<file path="src/rtl/sccb_pkg.sv">
// Purpose: shared types and constants for the SCCB responder.
// Latency: n/a (declarations only).
// Backpressure: n/a.
package sccb_pkg;

    typedef enum logic [3:0] {
        IDLE,
        ID,
        ID_ACK,
        SUB,
        SUB_ACK,
        WDATA,
        WDATA_ACK,
        RDATA,
        RDATA_NA,
        IGNORE
    } sccb_state_t;

    localparam int SCCB_BITS = 8;
    localparam int ACK_BIT   = 8;

    localparam logic [7:0] SCCB_DEF_ADDR = 8'h42;

endpackage

</file>
<file path="src/rtl/sccb_line_sync.sv">
// Purpose: synchronize SIOC/SIOD and flag clock edges plus START/STOP conditions.
// Latency: events are reported 3 clk after the pin changes (2 sync stages + history).
// Backpressure: none; events are single-cycle pulses the consumer must take.
module sccb_line_sync (
    input  logic i_clk,
    input  logic i_rst,
    input  logic i_sioc,
    input  logic i_siod,
    output logic o_sioc_rise,
    output logic o_sioc_fall,
    output logic o_start_det,
    output logic o_stop_det,
    output logic o_siod
);

    // [0],[1] are the synchronizer, [2] is the history stage for edge detection
    logic [2:0] r_sioc;
    logic [2:0] r_siod;

    // Shift both lines through synchronizer + history; idle bus is high
    always_ff @(posedge i_clk) begin
        if (i_rst) begin
            r_sioc <= 3'b111;
            r_siod <= 3'b111;
        end else begin
            r_sioc <= {r_sioc[1:0], i_sioc};
            r_siod <= {r_siod[1:0], i_siod};
        end
    end

    // START/STOP need SIOC stable high across the SIOD edge, so a simultaneous
    // change of both lines is left to the data-bit path.
    assign o_sioc_rise = r_sioc[1] & ~r_sioc[2];
    assign o_sioc_fall = ~r_sioc[1] & r_sioc[2];
    assign o_start_det = r_sioc[1] & r_sioc[2] & ~r_siod[1] & r_siod[2];
    assign o_stop_det  = r_sioc[1] & r_sioc[2] & r_siod[1] & ~r_siod[2];
    assign o_siod      = r_siod[1];

endmodule

</file>
<file path="src/rtl/sccb_slave.sv">
// Purpose: SCCB camera-side responder exposing a register-file port (OV7670 emulation).
// Latency: decode 3 clk after pin edges; reg_we 1 clk after the synchronized 8th SIOC rise.
// Backpressure: none; master-paced bus, reg_rdata must be valid 2 clk after reg_addr moves.
import sccb_pkg::*;

module sccb_slave #(
    parameter logic [7:0] CAMERA_ADDR = SCCB_DEF_ADDR,
    parameter bit         ACK_EN      = 1'b1,
    parameter bit         AUTO_INC    = 1'b1
) (
    input  logic       clk,
    input  logic       rst,
    input  logic       sioc_i,
    input  logic       siod_i,
    output logic       siod_oe,
    output logic [7:0] reg_addr,
    output logic [7:0] reg_wdata,
    output logic       reg_we,
    input  logic [7:0] reg_rdata,
    output logic       busy,
    output logic       xfer_err
);

    localparam logic [3:0] LAST_BIT = 4'(SCCB_BITS - 1);
    localparam logic [3:0] ACK_SLOT = 4'(ACK_BIT);

    logic w_sioc_rise, w_sioc_fall, w_start_det, w_stop_det, w_siod;

    sccb_line_sync u_sync (
        .i_clk       (clk),
        .i_rst       (rst),
        .i_sioc      (sioc_i),
        .i_siod      (siod_i),
        .o_sioc_rise (w_sioc_rise),
        .o_sioc_fall (w_sioc_fall),
        .o_start_det (w_start_det),
        .o_stop_det  (w_stop_det),
        .o_siod      (w_siod)
    );

    // r_bitcnt counts bits completed by a SIOC fall; r_pend marks a bit sampled
    // on a rise but not yet closed by its fall, so the rise that precedes a
    // START/STOP never counts as a partial byte.
    sccb_state_t r_state, w_state_nxt;
    logic [3:0]  r_bitcnt, w_bitcnt_nxt;
    logic        r_pend, w_pend_nxt;
    logic [6:0]  r_rx, w_rx_nxt;
    logic [6:0]  r_tx, w_tx_nxt;
    logic        r_rd, w_rd_nxt;
    logic        r_nack, w_nack_nxt;
    logic        r_oe, w_oe_nxt;
    logic        r_busy, w_busy_nxt;
    logic        r_err, w_err_nxt;
    logic        r_we, w_we_nxt;
    logic [7:0]  r_addr, w_addr_nxt;
    logic [7:0]  r_wdata, w_wdata_nxt;
    logic [7:0]  w_byte;

    assign w_byte = {r_rx, w_siod};

    // State and datapath registers
    always_ff @(posedge clk) begin
        if (rst) begin
            r_state  <= IDLE;
            r_bitcnt <= 4'd0;
            r_pend   <= 1'b0;
            r_rx     <= 7'd0;
            r_tx     <= 7'd0;
            r_rd     <= 1'b0;
            r_nack   <= 1'b0;
            r_oe     <= 1'b0;
            r_busy   <= 1'b0;
            r_err    <= 1'b0;
            r_we     <= 1'b0;
            r_addr   <= 8'd0;
            r_wdata  <= 8'd0;
        end else begin
            r_state  <= w_state_nxt;
            r_bitcnt <= w_bitcnt_nxt;
            r_pend   <= w_pend_nxt;
            r_rx     <= w_rx_nxt;
            r_tx     <= w_tx_nxt;
            r_rd     <= w_rd_nxt;
            r_nack   <= w_nack_nxt;
            r_oe     <= w_oe_nxt;
            r_busy   <= w_busy_nxt;
            r_err    <= w_err_nxt;
            r_we     <= w_we_nxt;
            r_addr   <= w_addr_nxt;
            r_wdata  <= w_wdata_nxt;
        end
    end

    // Next-state and output decode driven by synchronized line events
    always_comb begin
        w_state_nxt  = r_state;
        w_bitcnt_nxt = r_bitcnt;
        w_pend_nxt   = r_pend;
        w_rx_nxt     = r_rx;
        w_tx_nxt     = r_tx;
        w_rd_nxt     = r_rd;
        w_nack_nxt   = r_nack;
        w_oe_nxt     = r_oe;
        w_busy_nxt   = r_busy;
        w_err_nxt    = 1'b0;
        w_we_nxt     = 1'b0;
        w_addr_nxt   = r_addr;
        w_wdata_nxt  = r_wdata;

        // Pointer advances the cycle after each write strobe
        if (r_we && AUTO_INC) begin
            w_addr_nxt = r_addr + 8'd1;
        end

        if (w_start_det || w_stop_det) begin
            w_state_nxt  = w_start_det ? ID : IDLE;
            w_busy_nxt   = w_start_det;
            w_err_nxt    = (r_bitcnt != 4'd0);
            w_bitcnt_nxt = 4'd0;
            w_pend_nxt   = 1'b0;
            w_oe_nxt     = 1'b0;
        end else begin
            case (r_state)
                ID, SUB, WDATA: begin
                    if (w_sioc_rise) begin
                        w_rx_nxt = w_byte[6:0];
                        if (r_bitcnt == LAST_BIT) begin
                            w_bitcnt_nxt = ACK_SLOT;
                            w_pend_nxt   = 1'b0;
                            case (r_state)
                                ID: begin
                                    if (w_byte == CAMERA_ADDR) begin
                                        w_state_nxt = ID_ACK;
                                        w_rd_nxt    = 1'b0;
                                    end else if (w_byte == (CAMERA_ADDR | 8'h01)) begin
                                        w_state_nxt = ID_ACK;
                                        w_rd_nxt    = 1'b1;
                                    end else begin
                                        w_state_nxt  = IGNORE;
                                        w_bitcnt_nxt = 4'd0;
                                    end
                                end
                                SUB: begin
                                    w_addr_nxt  = w_byte;
                                    w_state_nxt = SUB_ACK;
                                end
                                default: begin
                                    w_we_nxt    = 1'b1;
                                    w_wdata_nxt = w_byte;
                                    w_state_nxt = WDATA_ACK;
                                end
                            endcase
                        end else begin
                            w_pend_nxt = 1'b1;
                        end
                    end else if (w_sioc_fall && r_pend) begin
                        w_bitcnt_nxt = r_bitcnt + 4'd1;
                        w_pend_nxt   = 1'b0;
                    end
                end

                ID_ACK, SUB_ACK, WDATA_ACK: begin
                    if (w_sioc_rise) begin
                        w_bitcnt_nxt = 4'd0;
                    end else if (w_sioc_fall) begin
                        if (r_bitcnt == ACK_SLOT) begin
                            w_oe_nxt = ACK_EN;
                        end else begin
                            w_oe_nxt = 1'b0;
                            case (r_state)
                                ID_ACK: begin
                                    if (r_rd) begin
                                        w_state_nxt = RDATA;
                                        w_tx_nxt    = reg_rdata[6:0];
                                        w_oe_nxt    = ~reg_rdata[7];
                                    end else begin
                                        w_state_nxt = SUB;
                                    end
                                end
                                SUB_ACK: w_state_nxt = WDATA;
                                default: w_state_nxt = AUTO_INC ? WDATA : IGNORE;
                            endcase
                        end
                    end
                end

                RDATA: begin
                    if (w_sioc_rise) begin
                        if (r_bitcnt == LAST_BIT) begin
                            w_state_nxt  = RDATA_NA;
                            w_bitcnt_nxt = ACK_SLOT;
                            w_pend_nxt   = 1'b0;
                        end else begin
                            w_pend_nxt = 1'b1;
                        end
                    end else if (w_sioc_fall && r_pend) begin
                        w_bitcnt_nxt = r_bitcnt + 4'd1;
                        w_pend_nxt   = 1'b0;
                        w_oe_nxt     = ~r_tx[6];
                        w_tx_nxt     = {r_tx[5:0], 1'b0};
                    end
                end

                RDATA_NA: begin
                    if (w_sioc_rise) begin
                        w_nack_nxt   = w_siod;
                        w_bitcnt_nxt = 4'd0;
                    end else if (w_sioc_fall) begin
                        if (r_bitcnt == ACK_SLOT) begin
                            w_oe_nxt = 1'b0;
                        end else if (r_nack) begin
                            w_state_nxt = IGNORE;
                        end else begin
                            w_state_nxt = RDATA;
                            w_tx_nxt    = reg_rdata[6:0];
                            w_oe_nxt    = ~reg_rdata[7];
                        end
                    end
                end

                default: begin
                    w_oe_nxt = 1'b0;
                end
            endcase
        end
    end

    assign siod_oe   = r_oe;
    assign reg_addr  = r_addr;
    assign reg_wdata = r_wdata;
    assign reg_we    = r_we;
    assign busy      = r_busy;
    assign xfer_err  = r_err;

endmodule

</file>
<file path="config.mk">
export PLATFORM = sky130hd
export DESIGN_NAME = sccb_slave
export DESIGN_NICKNAME = d
export VERILOG_FILES = /design/src/rtl/sccb_pkg.sv /design/src/rtl/sccb_line_sync.sv /design/src/rtl/sccb_slave.sv
export SDC_FILE = /design/constraint.sdc
export NUM_CORES = 1
export LEC_CHECK = 0
export BUFFER_PORTS_ARGS = -buffer_cell sky130_fd_sc_hd__clkbuf_2
export CAP_MARGIN = 20
export CORE_MARGIN = 8
export CORE_UTILIZATION = 50
export DETAILED_ROUTE_END_ITERATION = 6
export HOLD_SLACK_MARGIN = 0.08
export PLACE_DENSITY_LB_ADDON = 0.15
export RECOVER_POWER = 25
export SYNTH_ARGS = -nofsm -noshare
export SYNTH_HDL_FRONTEND = slang
export SYNTH_SLANG_ARGS = --single-unit
export TNS_END_PERCENT = 50
</file>
<file path="constraint.sdc">
create_clock -name clk -period 2.3 [get_ports clk]
set_input_delay 0.23 -clock clk [delete_from_list [all_inputs] [get_ports clk]]
set_output_delay 0.23 -clock clk [all_outputs]
set_load 0.05 [all_outputs]
</file>
# --- Word level (Yosys, flattened, before mapping) ---
# Index checks and enable logic that the tools add are counted.
classes:
  n_reduce_logical: 25
  bitwise_logic: 18
  add_sub_neg: 2
  n_eq_ne: 37
  mux: 64
op_table:
  columns: ["cell", "count"]
  rows:
  - ["4-bit two-way mux", 23]
  - ["7-bit two-way mux", 11]
  - ["8-bit two-way mux", 6]
  - ["3-bit != test, second input constant", 11]
  - ["2-bit != test, second input constant", 11]
  - ["7-bit case mux with 3 select lines", 1]
  - ["4-bit by 3-bit equality test with 1-bit output, second input constant", 5]
  - ["1-bit two-way mux", 18]
  - ["8-bit by 7-bit equality test with 1-bit output, second input constant", 2]
  - ["4-bit case mux with 4 select lines", 1]
  - ["13-bit AND reduction", 1]
  - ["4-bit case mux with 3 select lines", 1]
  - ["1-bit inverter", 11]
  - ["11-bit AND reduction", 1]
  - ["8-bit by 1-bit adder with 8-bit output, second input constant", 1]
  - ["4-bit by 2-bit equality test with 1-bit output, second input constant", 2]
  - ["4-bit equality test, second input constant", 2]
  - ["4-bit case mux with 2 select lines", 1]
  - ["8-bit AND reduction", 1]
  - ["4-bit OR reduction", 2]
  - ["1-bit AND", 7]
  - ["3-bit by 2-bit != test with 1-bit output, second input constant", 2]
  - ["3-bit AND reduction", 2]
  - ["6-bit AND reduction", 1]
  - ["other kinds (17)", 22]
word_totals:
  inputBits: 12
  output_inout_bits: 20
  wordCells: 161
  regBits: 51

# --- Longest topological paths before layout ---
# Gate-level depths: netlist of run 1.
logic_depth:
  ltp_word: 8
  mapped_depth: 8
  ltp_nobuf: 7

# --- Modules after synthesis ---
# From an unflattened synthesis of run 1, not the netlist that was laid out.
unflattened:
  cells_unflattened: 281
  area_unflattened_um2: 2526.2
by_module_without_submodules:
  columns: ["module", "seq_area_each_um2", "area_per_inst_um2", "instances", "cells_per_inst"]
  rows:
  - ["sccb_slave", 900.9, 2336.0, 1, 265]
  - ["sccb_line_sync", 120.1, 190.2, 1, 16]

# --- Least setup slack after synthesis of run 1 ---
# Ideal clock, no wire load.
synth_path:
  kind: "reg-to-reg"
  from: "register r_we (netlist: reg_we)"
  to: "register r_addr[7] (netlist: reg_addr[7])"
  setup_ps: 86
  synth_period_minus_slack_ps: 1694
  t_arrival_ps: 1609
  setup_slack_ps: 606
  path_stages_with_launch: 6
  t_required_ps: 2214
  n_path_buf: 0
  cell_sequence: "dfxtp_1 -> nand4_1 -> nor2_1 -> nand3_1 -> xor2_1 -> a211oi_1"
synth_via:
  elab_chain_cells: 6
synth_lines:
  columns: ["element", "line", "source"]
  rows:
  - ["start, declared", "sccb_slave.sv:54", "logic r_we, w_we_nxt;"]
  - ["start signal, assigned", "sccb_slave.sv:88", "r_we <= w_we_nxt;"]
  - ["8-bit two-way mux (*)", "sccb_slave.sv:111", "if (r_we && AUTO_INC) begin"]
  - ["8-bit two-way mux", "sccb_slave.sv:130", "case (r_state)"]
  - ["8-bit two-way mux", "sccb_slave.sv:127", "if (r_bitcnt == LAST_BIT) begin"]
  - ["8-bit two-way mux", "sccb_slave.sv:125", "if (w_sioc_rise) begin"]
  - ["8-bit two-way mux", "sccb_slave.sv:123", "case (r_state)"]
  - ["8-bit two-way mux (*)", "sccb_slave.sv:115", "if (w_start_det || w_stop_det) begin"]
  - ["end signal, assigned", "sccb_slave.sv:89", "r_addr <= w_addr_nxt;"]
  - ["end, declared", "sccb_slave.sv:55", "logic [7:0] r_addr, w_addr_nxt;"]
# Mark *: on every way between the ends. The rest lies on a longest branch, timed or not.
# A chain may end at the register's enable or synchronous reset.

# --- Worst setup path in the final report of run 1 ---
layout_path:
  from: "register r_state[0]"
  to: "register r_tx[0]"
layout_via:
  elab_chain_cells: 4
  word_cells_on_any_way: 20
  classes_between: "eq/ne (16); mux (1); reduce/logical (3)"
layout_lines:
  columns: ["element", "line", "source"]
  rows:
  - ["start, declared", "sccb_slave.sv:44", "sccb_state_t r_state, w_state_nxt;"]
  - ["start signal, assigned", "sccb_slave.sv:78", "r_state <= w_state_nxt;"]
  - ["4-bit by 2-bit equality test with 1-bit output or 4-bit by 3-bit equality test with 1-bit output (tied branches)", "sccb_slave.sv:123, sccb_slave.sv:170", null]
  - ["3-bit OR reduction", "sccb_slave.sv:123", null]
  - ["2-bit != test (no source line) or 3-bit nonzero test (tied branches)", null, null]
  - ["13-bit AND reduction (no source line)", null, null]
  - ["end signal, assigned", "sccb_slave.sv:82", "r_tx <= w_tx_nxt;"]
  - ["end, declared", "sccb_slave.sv:48", "logic [6:0] r_tx, w_tx_nxt;"]
# Parallel ways exist; a longest one is shown, timed or not.

==> results of run 1 <==
## cells in the mapped netlist (all sizes together)
library cell	instances
dfxtp	51
nor2	45
mux2i	25
a211oi	16
a21oi	15
buf	13
nand2	11
or2	10
nand3	9
clkbuf	7
nor3	7
inv	6
o21ai	6
nand2b	4
nand4	4
xnor2	4
xor2	4
and2b	3
ha	3
nor4	3
o211ai	3
o31ai	3
and3b	2
mux2	2
nand3b	2
nor2b	2
o32a	2
or3	2
or4	2
a221oi	1
a22o	1
a22oi	1
a31oi	1
a41oi	1
nand4b	1
nor3b	1
nor4b	1
o221a	1
o311a	1
o32ai	1
or3b	1
or4b	1
## cells by family after synthesis
group	count (synthesis)	share of synthesized area
simple gates	111	0.240
compound gates	53	0.172
flops	51	0.389
mux	27	0.104
buf+inv	26	0.0544
xor+xnor	8	0.0267
fa+ha+maj	3	0.0143
## worst max-delay path, cell delays in order (launching register included)
cell and delay [ps]:
dfxtp_1 390, buf_4 210, or4b_4 540, o211ai_2 200, a221oi_4 80, buf_4 210
nand2b_1 170, a21oi_2 110
## where the power goes
| group | internal (mW) | switching, mW |
|---|---|---|
| logic | 0.0346 | 0.0570 |
| registers | 0.890 | 0.0109 |
| clock network | 0.358 | 0.305 |
## routing by layer
layer | wire length, um | track usage | part of all wire
met3 | 168 | 0.0353 | 0.030
met5 | 0 | 0 | 0
met4 | 79 | 0.0584 | 0.014
met2 | 2740 | 0.260 | 0.49
met1 | 2560 | 0.169 | 0.46
## layout make-up
type                       count  area share
clock buffer                   6      0.0281
tap                           70      0.0299
timing repair buffer          42      0.0755
inverter                       6     0.00768
sequential                    51       0.348
multi-input combinational    202       0.498
clock inverter                 2      0.0132
## cells in the final DEF, fill, tap and decap left out, types with 5 or more instances in the layout
cell      Yosys  layout
buf_4         4      10
nand3_1       7       7
dfxtp_1      51      51
o21ai_0       5       5
nand2_1      10      10
nor3_1        7       7
a211oi_1     10      10
clkbuf_8      0       6
a211oi_2      6       6
nor2_1       42      42
inv_1         6       6
clkbuf_2      0      21
clkbuf_1      7      11
or2_2         8       8
a21oi_1      13      13
mux2i_1      25      25
## worst paths after layout
path | to | slack (ps) | cells after the start
max | r_tx[0] | 300 | 7
min | u_sync.r_sioc[0] | 100 | 2
max reg2reg | r_tx[0] | 300 | 7
min reg2reg | u_sync.r_sioc[1] | 420 | 1
## through the flow
step	std cells	utilization	cell area (um^2)	hold slack, ps
3_3_place_gp	371	0.557	2830	393
5_1_grt	379	0.578	2930	95.6
2_1_floorplan	279	-	2620	334
6_report	379	0.578	2930	99.2
4_1_cts	379	0.581	2950	96.4
3_5_place_dp	371	0.557	2830	394
## flip-flops by register name, indices dropped and copies added (netlist names)
signal	cells
reg_addr	8
reg_wdata	8
r_rx	7
r_tx	7
r_bitcnt	4
r_state	4
u_sync.r_sioc	3
u_sync.r_siod	3
busy	1
r_nack	1
r_pend	1
r_rd	1
reg_we	1
siod_oe	1
xfer_err	1
==> flow_metrics.py, run 1 <==
metrics = {
    "setup_path": {
        "crit_path_end_kind": "flop",
        "critical_path_class": "reg -> reg",
        "crit_fanout": 14,
        "r2r-start": "r_state[0]",
        "worstSetupStartpoint": "r_state[0]",
        "cp-start-kind": "flop",
        "worstPathArrival_ps": 2230,
        "critPathRequiredTime_ps": 2530,
    },
    "timing": {
        "fmax_mhz": 501,
        "fin_ws_ps": 302,
        "skew_ps": 8.47,
        "worst-slew-pin-transition_ps": 902,
        "setup_violations": 0,
        "setup_tns_ps": 0,
        "fin_crit_ps": 2000,
        "slew_viol_final": 0,
        "hold_viol": 0,
        "slew_headroom": 0.399,
        "fin_crit_sh": 0.869,
        "rsz0062_at_grt": "no",
    },
    "route": {
        "post-route-drc-count": 0,
        "routed-via-count": 2084,
        "drt_iter0_drc": 97,
        "wl_um": 5550,
        "firstDrtPassIters": 4,
        "post_drt_wl_per_cell_um": 14.6,
        "ant_nets": 0,
        "viasPerCell": 5.50,
    },
    "clock_tree": {
        "clock_tree.root_cell": "clkbuf_8",
        "cts_setup_buffers": 0,
        "cts_tree": "built",
        "cts_max_path_buffers": 2,
        "hold_buffers": 0,
        "postCtsResizedCells": 0,
        "numCtsBuffers": 5,
        "cts_sinks": 51,
        "clk_latency_ps": 310,
        "path_clk_slew_ps": 100,
        "h-tree-depth": 2,
    },
    "floorplan": {
        "chipHeight_um": 88.4,
        "die_w_um": 88.4,
        "fp-row-count": 26,
        "start_util": 0.517,
        "ios": 32,
        "core_area_mm2": 0.00507,
        "die_area_mm2": 0.00782,
    },
    "worst_hold_path": {
        "hold_class": "in -> reg",
        "hp-start": "sioc_i",
    },
    "synthesis": {
        "synth_nets": 294,
        "synth-seq-cells": 51,
        "ys_seq_area_frac": 0.389,
        "synthDistinctLibCells": 58,
        "synth_warnings": 0,
        "synthTopCellsByArea": "dfxtp_1 39%, mux2i_1 9.5%, nor2_1 6.0%, a211oi_1 2.9%, a211oi_2 2.9%",
        "yosysTopAreaCell": "dfxtp_1",
        "synthCells": 279,
        "syn_area_per_cell_um2": 9.40,
        "syn_area_mm2": 0.00262,
        "synth_top_area_share": 0.389,
    },
    "placed_design": {
        "gp_congestion": 0.879,
        "dpl.hpwl_um": 3940,
        "io_buffers": 31,
        "place_ws_ps": 330,
    },
    "layout": {
        "multi_input_comb_area_mm2": 0.00146,
        "area_growth_syn_to_layout_pct": 11.8,
        "layout-drive-gt1-share": 0.236,
        "seqCellArea_mm2": 0.00102,
        "antenna_cells": 0,
        "n_fill_cell": 494,
        "finalNetCount": 323,
    },
    "global_route": {
        "grt_pass1_vias": 2032,
        "grt_first_pass_wirelength_um": 9180,
        "grt_overflow_total": 0,
        "grt_max_degree": 43,
        "antenna_found_initial": 0,
        "grtUsageTotal": 0.149,
    },
    "power_and_ir_drop": {
        "finalPower_mw": 1.66,
        "power.density_mw_per_mm2": 564,
        "irDropWorstVdd_v": 0.000365,
        "leakage_nw": 1.23,
    },
    "job": {
        "maxCapViolations": 0,
    },
    "status": {
        "status": "finished, final reports clean",
    },
}
No activity file was read; power rests on OpenSTA's default activity.
==> inputs of run 2 (changes only) <==
--- a/config.mk
+++ b/config.mk
@@ -8,11 +8,12 @@
 export BUFFER_PORTS_ARGS = -buffer_cell sky130_fd_sc_hd__clkbuf_2
 export CAP_MARGIN = 20
 export CORE_MARGIN = 8
-export CORE_UTILIZATION = 50
+export CORE_UTILIZATION = 30
 export DETAILED_ROUTE_END_ITERATION = 6
 export HOLD_SLACK_MARGIN = 0.08
 export PLACE_DENSITY_LB_ADDON = 0.15
 export RECOVER_POWER = 25
+export SETUP_SLACK_MARGIN = 0.5
 export SYNTH_ARGS = -nofsm -noshare
 export SYNTH_HDL_FRONTEND = slang
 export SYNTH_SLANG_ARGS = --single-unit
==> flow_metrics.py, run 2 (synthesis results as in run 1) <==
metrics = {
    "layout": {
        "finalNetCount": 331,
        "layout_commonest_cell": "dfxtp_1",
        "layout-drive-gt1-share": 0.306,
        "layout_common_cells": "42 x dfxtp_1, 41 x nor2_1, 25 x mux2i_1, 21 x clkbuf_2, 16 x buf_4",
        "fin_cells": 425,
        "antenna_cells": 0,
        "area_growth_syn_to_layout_pct": 18.0,
    },
    "timing": {
        "fin_crit_sh": 0.752,
        "slew_headroom": 0.157,
        "slew_viol_final": 0,
        "worst-slew-pin-transition_ps": 1260,
        "fin_crit_ps": 1730,
        "setup_violations": 0,
        "setup_tns_ps": 0,
        "fin_ws_ps": 570,
        "skew_ps": 4.51,
        "fmax_mhz": 578,
        "hold_viol": 0,
        "rsz0062_at_grt": "yes",
    },
    "route": {
        "wl_um": 6320,
        "routed-via-count": 2122,
        "drt_iter0_drc": 62,
        "viasPerCell": 4.99,
        "ant_nets": 0,
        "post-route-drc-count": 0,
        "post_drt_wl_per_cell_um": 14.9,
        "firstDrtPassIters": 4,
    },
    "floorplan": {
        "ios": 32,
        "die_area_mm2": 0.0120,
        "core_area_mm2": 0.00859,
        "chipHeight_um": 110,
        "die_w_um": 110,
        "fp-row-count": 34,
        "start_util": 0.305,
    },
    "power_and_ir_drop": {
        "pwr-share-comb": 0.060,
        "irDropWorstVdd_v": 0.000243,
        "cell_internal_pwr_mw": 1.29,
        "clkPwrFrac": 0.403,
        "leakage_nw": 1.28,
        "power.density_mw_per_mm2": 540,
        "seqPwrFrac": 0.538,
        "switching_share": 0.231,
        "p_switching_mw": 0.387,
    },
    "setup_path": {
        "r2r-start": "r_state[2]",
        "crit_path_end_kind": "flop",
        "slowest_delay_ps": 380,
        "r2r_end": "r_bitcnt[2]",
        "path_delay_family": "simple AND/OR/NAND/NOR gates",
        "cp_slowest_cell": "dfxtp_2",
        "critPathRequiredTime_ps": 2540,
        "cp-start-kind": "flop",
        "crit_fanout": 8,
        "critical_path_class": "reg -> reg",
        "worstPathArrival_ps": 1970,
        "cp_num_buf_inv": 1,
        "worst-r2r-cell-count": 6,
        "cp_cell_sequence": "buf_4 > or2_1 > a21oi_4 > nor2_2 > or3b_1 > a21oi_1",
        "r2r_slack_ps": 570,
    },
    "status": {
        "status": "finished, final reports clean",
    },
    "placed_design": {
        "dpl.hpwl_um": 4570,
        "gp_congestion": 0.766,
        "dp.cells": 411,
        "io_buffers": 31,
        "place_ws_ps": 314,
    },
    "clock_tree": {
        "cts_max_path_buffers": 2,
        "clk_latency_ps": 310,
        "numCtsBuffers": 5,
        "path_clk_slew_ps": 100,
        "cts_sinks": 51,
        "h-tree-depth": 2,
        "hold_buffers": 0,
        "clock_tree.root_cell": "clkbuf_8",
        "cts_tree": "built",
    },
    "job": {
        "maxCapViolations": 0,
    },
    "worst_hold_path": {
        "hold_depth": 2,
        "hp-start": "siod_i",
        "hold_class": "in -> reg",
        "holdPathEnd": "u_sync.r_siod[0]",
    },
    "global_route": {
        "grt_max_degree": 31,
        "grt_pass1_vias": 2163,
        "grt_overflow_total": 0,
        "grt_first_pass_wirelength_um": 10700,
        "antenna_found_initial": 0,
        "grtUsageTotal": 0.112,
    },
}
-- run 2: changes by cell type in the layout (fill, tap and decap cells not counted), moves of 2 or more --
cell	before	now
dfxtp_1	51	42
dfxtp_4	0	2
buf_6	0	2
dfxtp_2	0	7
buf_4	10	16
-- run 2: repair_timing --
action                     4_1_cts  5_1_grt
gates resized for setup          8       17
cloned                           0        1
setup endpoints to repair       22       16
pin swaps                        0        5
setup buffers                    1        4
-- run 2: area by class of cell --
class | count | area (um^2)
clock buffer | 6 | 82.6
clock inverter | 2 | 38.8
fill | 928 | 5500
inverter | 6 | 22.5
multi-input combinational | 202 | 1490
sequential | 51 | 1040
tap | 108 | 135
timing repair buffer | 50 | 289
-- run 2: through the flow --
stage	utilization	hold slack, ps	instance area, um^2	power [mW]
3_3_place_gp	0.336	393	2890	1.02
2_1_floorplan	-	334	2620	0.990
4_1_cts	0.354	93.8	3040	1.70
3_5_place_dp	0.336	392	2890	1.02
6_report	0.360	101	3100	1.67
5_1_grt	0.360	91.9	3100	1.74
-- run 2: worst max-delay path by stage --
stage	start	end	slack (ps)	cells past startpoint
global placement	r_state[0]	reg_wdata[3]	320	5
finish	r_state[2]	r_bitcnt[2]	570	6
detailed placement	r_state[0]	reg_wdata[5]	310	5
CTS	r_state[0]	r_bitcnt[0]	490	6
floorplan	reg_we	reg_addr[7]	610	5
global route	r_bitcnt[0]	r_state[0]	490	8
-- run 2: power groups by stage --
| stage | logic [mW] | registers (mW) | clock network [mW] |
|---|---|---|---|
| final | 0.0997 | 0.899 | 0.674 |
| after global routing | 0.111 | 0.901 | 0.726 |
| after CTS | 0.100 | 0.900 | 0.698 |
| after detailed placement | 0.0991 | 0.920 | 0 |
| after global placement | 0.0997 | 0.921 | 0 |
| after floorplan | 0.0710 | 0.919 | 0 |
-- run 2: metal layers --
metal | GRT usage | share of wire | up-vias | wire (um)
met3 | 0.0287 | 0.045 | 4 | 287
met5 | 0 | 0 | - | 0
met1 | 0.140 | 0.47 | 1015 | 2990
li1 | - | - | 1065 | -
met2 | 0.183 | 0.47 | 38 | 2970
met4 | 0.0328 | 0.011 | 0 | 68
==> inputs of run 3 (changes only) <==
==> constraint.sdc (replaced) <==
create_clock -name clk -period 1.5 [get_ports clk]
set_input_delay 0.15 -clock clk [delete_from_list [all_inputs] [get_ports clk]]
set_output_delay 0.15 -clock clk [all_outputs]
set_load 0.05 [all_outputs]
==> flow_metrics.py, run 3 (synthesis results as in run 1) <==
metrics = {
    "status": {
        "status": "finished with violations",
        "violations": "negative setup slack",
    },
    "floorplan": {
        "fp-row-count": 34,
        "ios": 32,
        "die_w_um": 110,
        "start_util": 0.305,
        "core_area_mm2": 0.00859,
        "chipHeight_um": 110,
        "die_area_mm2": 0.0120,
    },
    "setup_path": {
        "cp_num_buf_inv": 2,
        "r2r-start": "r_state[2]",
        "crit_path_end_kind": "flop",
        "critPathRequiredTime_ps": 1750,
        "path_delay_family": "simple AND/OR/NAND/NOR gates",
        "worstPathArrival_ps": 1960,
        "cp_cell_sequence": "buf_12 > or2_4 > a21oi_4 > buf_12 > nor2_4 > or3b_1 > a21oi_2",
        "critical_path_class": "reg -> reg",
        "crit_fanout": 6,
        "slowest_delay_ps": 390,
        "cpMostUsedCell": "buf_12",
        "r2r_end": "r_bitcnt[2]",
        "cp_num_cells": 7,
        "r2r_slack_ps": -210,
        "cp-start-kind": "flop",
        "worst-r2r-cell-count": 7,
        "cp_slowest_cell": "or3b_1",
        "worstSetupStartpoint": "r_state[2]",
        "cp-endpoint": "r_bitcnt[2]",
    },
    "timing": {
        "skew_ps": 18.2,
        "rsz0062_at_grt": "yes",
        "setup_tns_ps": -3430,
        "fin_ws_ps": -207,
        "worst-slew-pin-transition_ps": 610,
        "setup_violations": 34,
        "fmax_mhz": 586,
        "slew_viol_final": 0,
        "fin_crit_ps": 1710,
        "fin_crit_sh": 1.14,
        "hold_viol": 0,
        "slew_headroom": 0.595,
    },
    "global_route": {
        "grtUsageTotal": 0.125,
        "grt_overflow_total": 0,
        "grt_pass1_vias": 2431,
        "grt_first_pass_wirelength_um": 12000,
        "antenna_found_initial": 0,
        "grt_max_degree": 34,
    },
    "route": {
        "post-route-drc-count": 0,
        "wl_um": 7180,
        "drt_iter0_drc": 47,
        "firstDrtPassIters": 4,
        "viasPerCell": 4.85,
        "post_drt_wl_per_cell_um": 14.7,
        "routed-via-count": 2363,
        "ant_nets": 0,
    },
    "layout": {
        "layout_common_cells": "56 x buf_4, 38 x dfxtp_1, 33 x nor2_1, 25 x mux2i_1, 15 x clkbuf_8",
        "finalInstanceArea_mm2": 0.00409,
        "antenna_cells": 0,
        "area_growth_syn_to_layout_pct": 55.7,
        "layout_commonest_cell": "buf_4",
        "layout-drive-gt1-share": 0.517,
        "n_fill_cell": 821,
        "finalNetCount": 393,
    },
    "power_and_ir_drop": {
        "irDropWorstVdd_v": 0.000345,
        "power.density_mw_per_mm2": 603,
        "leakage_nw": 1.73,
    },
    "clock_tree": {
        "cts_max_path_buffers": 2,
        "cts_sinks": 51,
        "h-tree-depth": 2,
        "path_clk_slew_ps": 100,
        "clock_tree.root_cell": "clkbuf_8",
        "cts_tree": "built",
        "numCtsBuffers": 5,
        "clk_latency_ps": 320,
    },
    "job": {
        "maxCapViolations": 0,
    },
    "worst_hold_path": {
        "hold_class": "in -> reg",
    },
    "placed_design": {
        "gp_congestion": 0.831,
        "dpl.hpwl_um": 5000,
        "placed_cell_area_mm2": 0.00340,
        "io_buffers": 31,
    },
}
run 3: changes by cell type in the layout (fill, tap and decap cells not counted), sizes merged:
cell         change
clkbuf           -6
dlygate4sd3      +3
clkinv           +1
buf             +64
clkinvlp         +1
bufinv           -1
run 3: timing repair:
item,4_1_cts,5_1_grt
setup buffers,4,10
setup endpoints to repair,65,65
gates resized for setup,82,38
cloned,2,0
hold endpoints to repair,3,0
hold buffers,3,0
pin swaps,11,22
run 3: report_power, final:
group          switching [mW]  internal (mW)  leakage, nW  total (mW)
Combinational           0.120          0.122         1.26       0.242
Clock                   0.515          0.344       0.0463       0.859
Sequential             0.0122           1.35        0.420        1.36
Total                   0.648           1.81         1.73        2.46
run 3: layout make-up:
type	count	area, um^2	area share
repair buffers	112	1090	0.267
multi-input cells	202	1670	0.409
clock inverters	3	27.5	0.00674
well taps	108	135	0.0331
flip-flops and latches	51	1060	0.261
inverters	6	25.0	0.00613
clock buffers	5	68.8	0.0168
run 3: worst reg2reg max path: cells and delay by family (launching register included):
kind / cells / cell delay [ps]
and+or+nand+nor: 3 / 670
DFF: 1 / 380
AOI/OAI and AO/OA: 2 / 340
buffers and inverters: 2 / 280
run 3: how the worst min path moves through the flow:
stage	startpoint	slack [ps]	endpoint	cells after the start
global route	reg_rdata[4]	190	r_tx[4]	3
global placement	siod_i	330	u_sync.r_siod[0]	2
finish	reg_rdata[4]	200	r_tx[4]	3
detailed placement	siod_i	340	u_sync.r_siod[0]	2
CTS	reg_rdata[3]	190	r_tx[3]	3
floorplan	sioc_i	250	u_sync.r_sioc[0]	1
run 3: per-layer routing:
layer / share of wire / wire (um) / GRT usage / up-vias
li1: - / - / - / 1190
met1: 0.45 / 3230 / 0.156 / 1125
met2: 0.49 / 3520 / 0.210 / 44
met3: 0.052 / 375 / 0.0340 / 4
met4: 0.0085 / 61 / 0.0299 / 0
met5: 0 / 0 / 0 / -
run 3: metrics by stage:
| step | hold WS (ps) | worst slack (ps) | instances | utilization | total power [mW] |
|---|---|---|---|---|---|
| after floorplan | 254 | -134 | 279 | - | 1.53 |
| after global placement | 333 | -286 | 460 | 0.395 | 1.61 |
| final | 198 | -207 | 487 | 0.475 | 2.46 |
| after detailed placement | 337 | -293 | 460 | 0.395 | 1.61 |
| after CTS | 191 | -221 | 477 | 0.458 | 2.49 |
| after global routing | 193 | -288 | 487 | 0.475 | 2.56 |
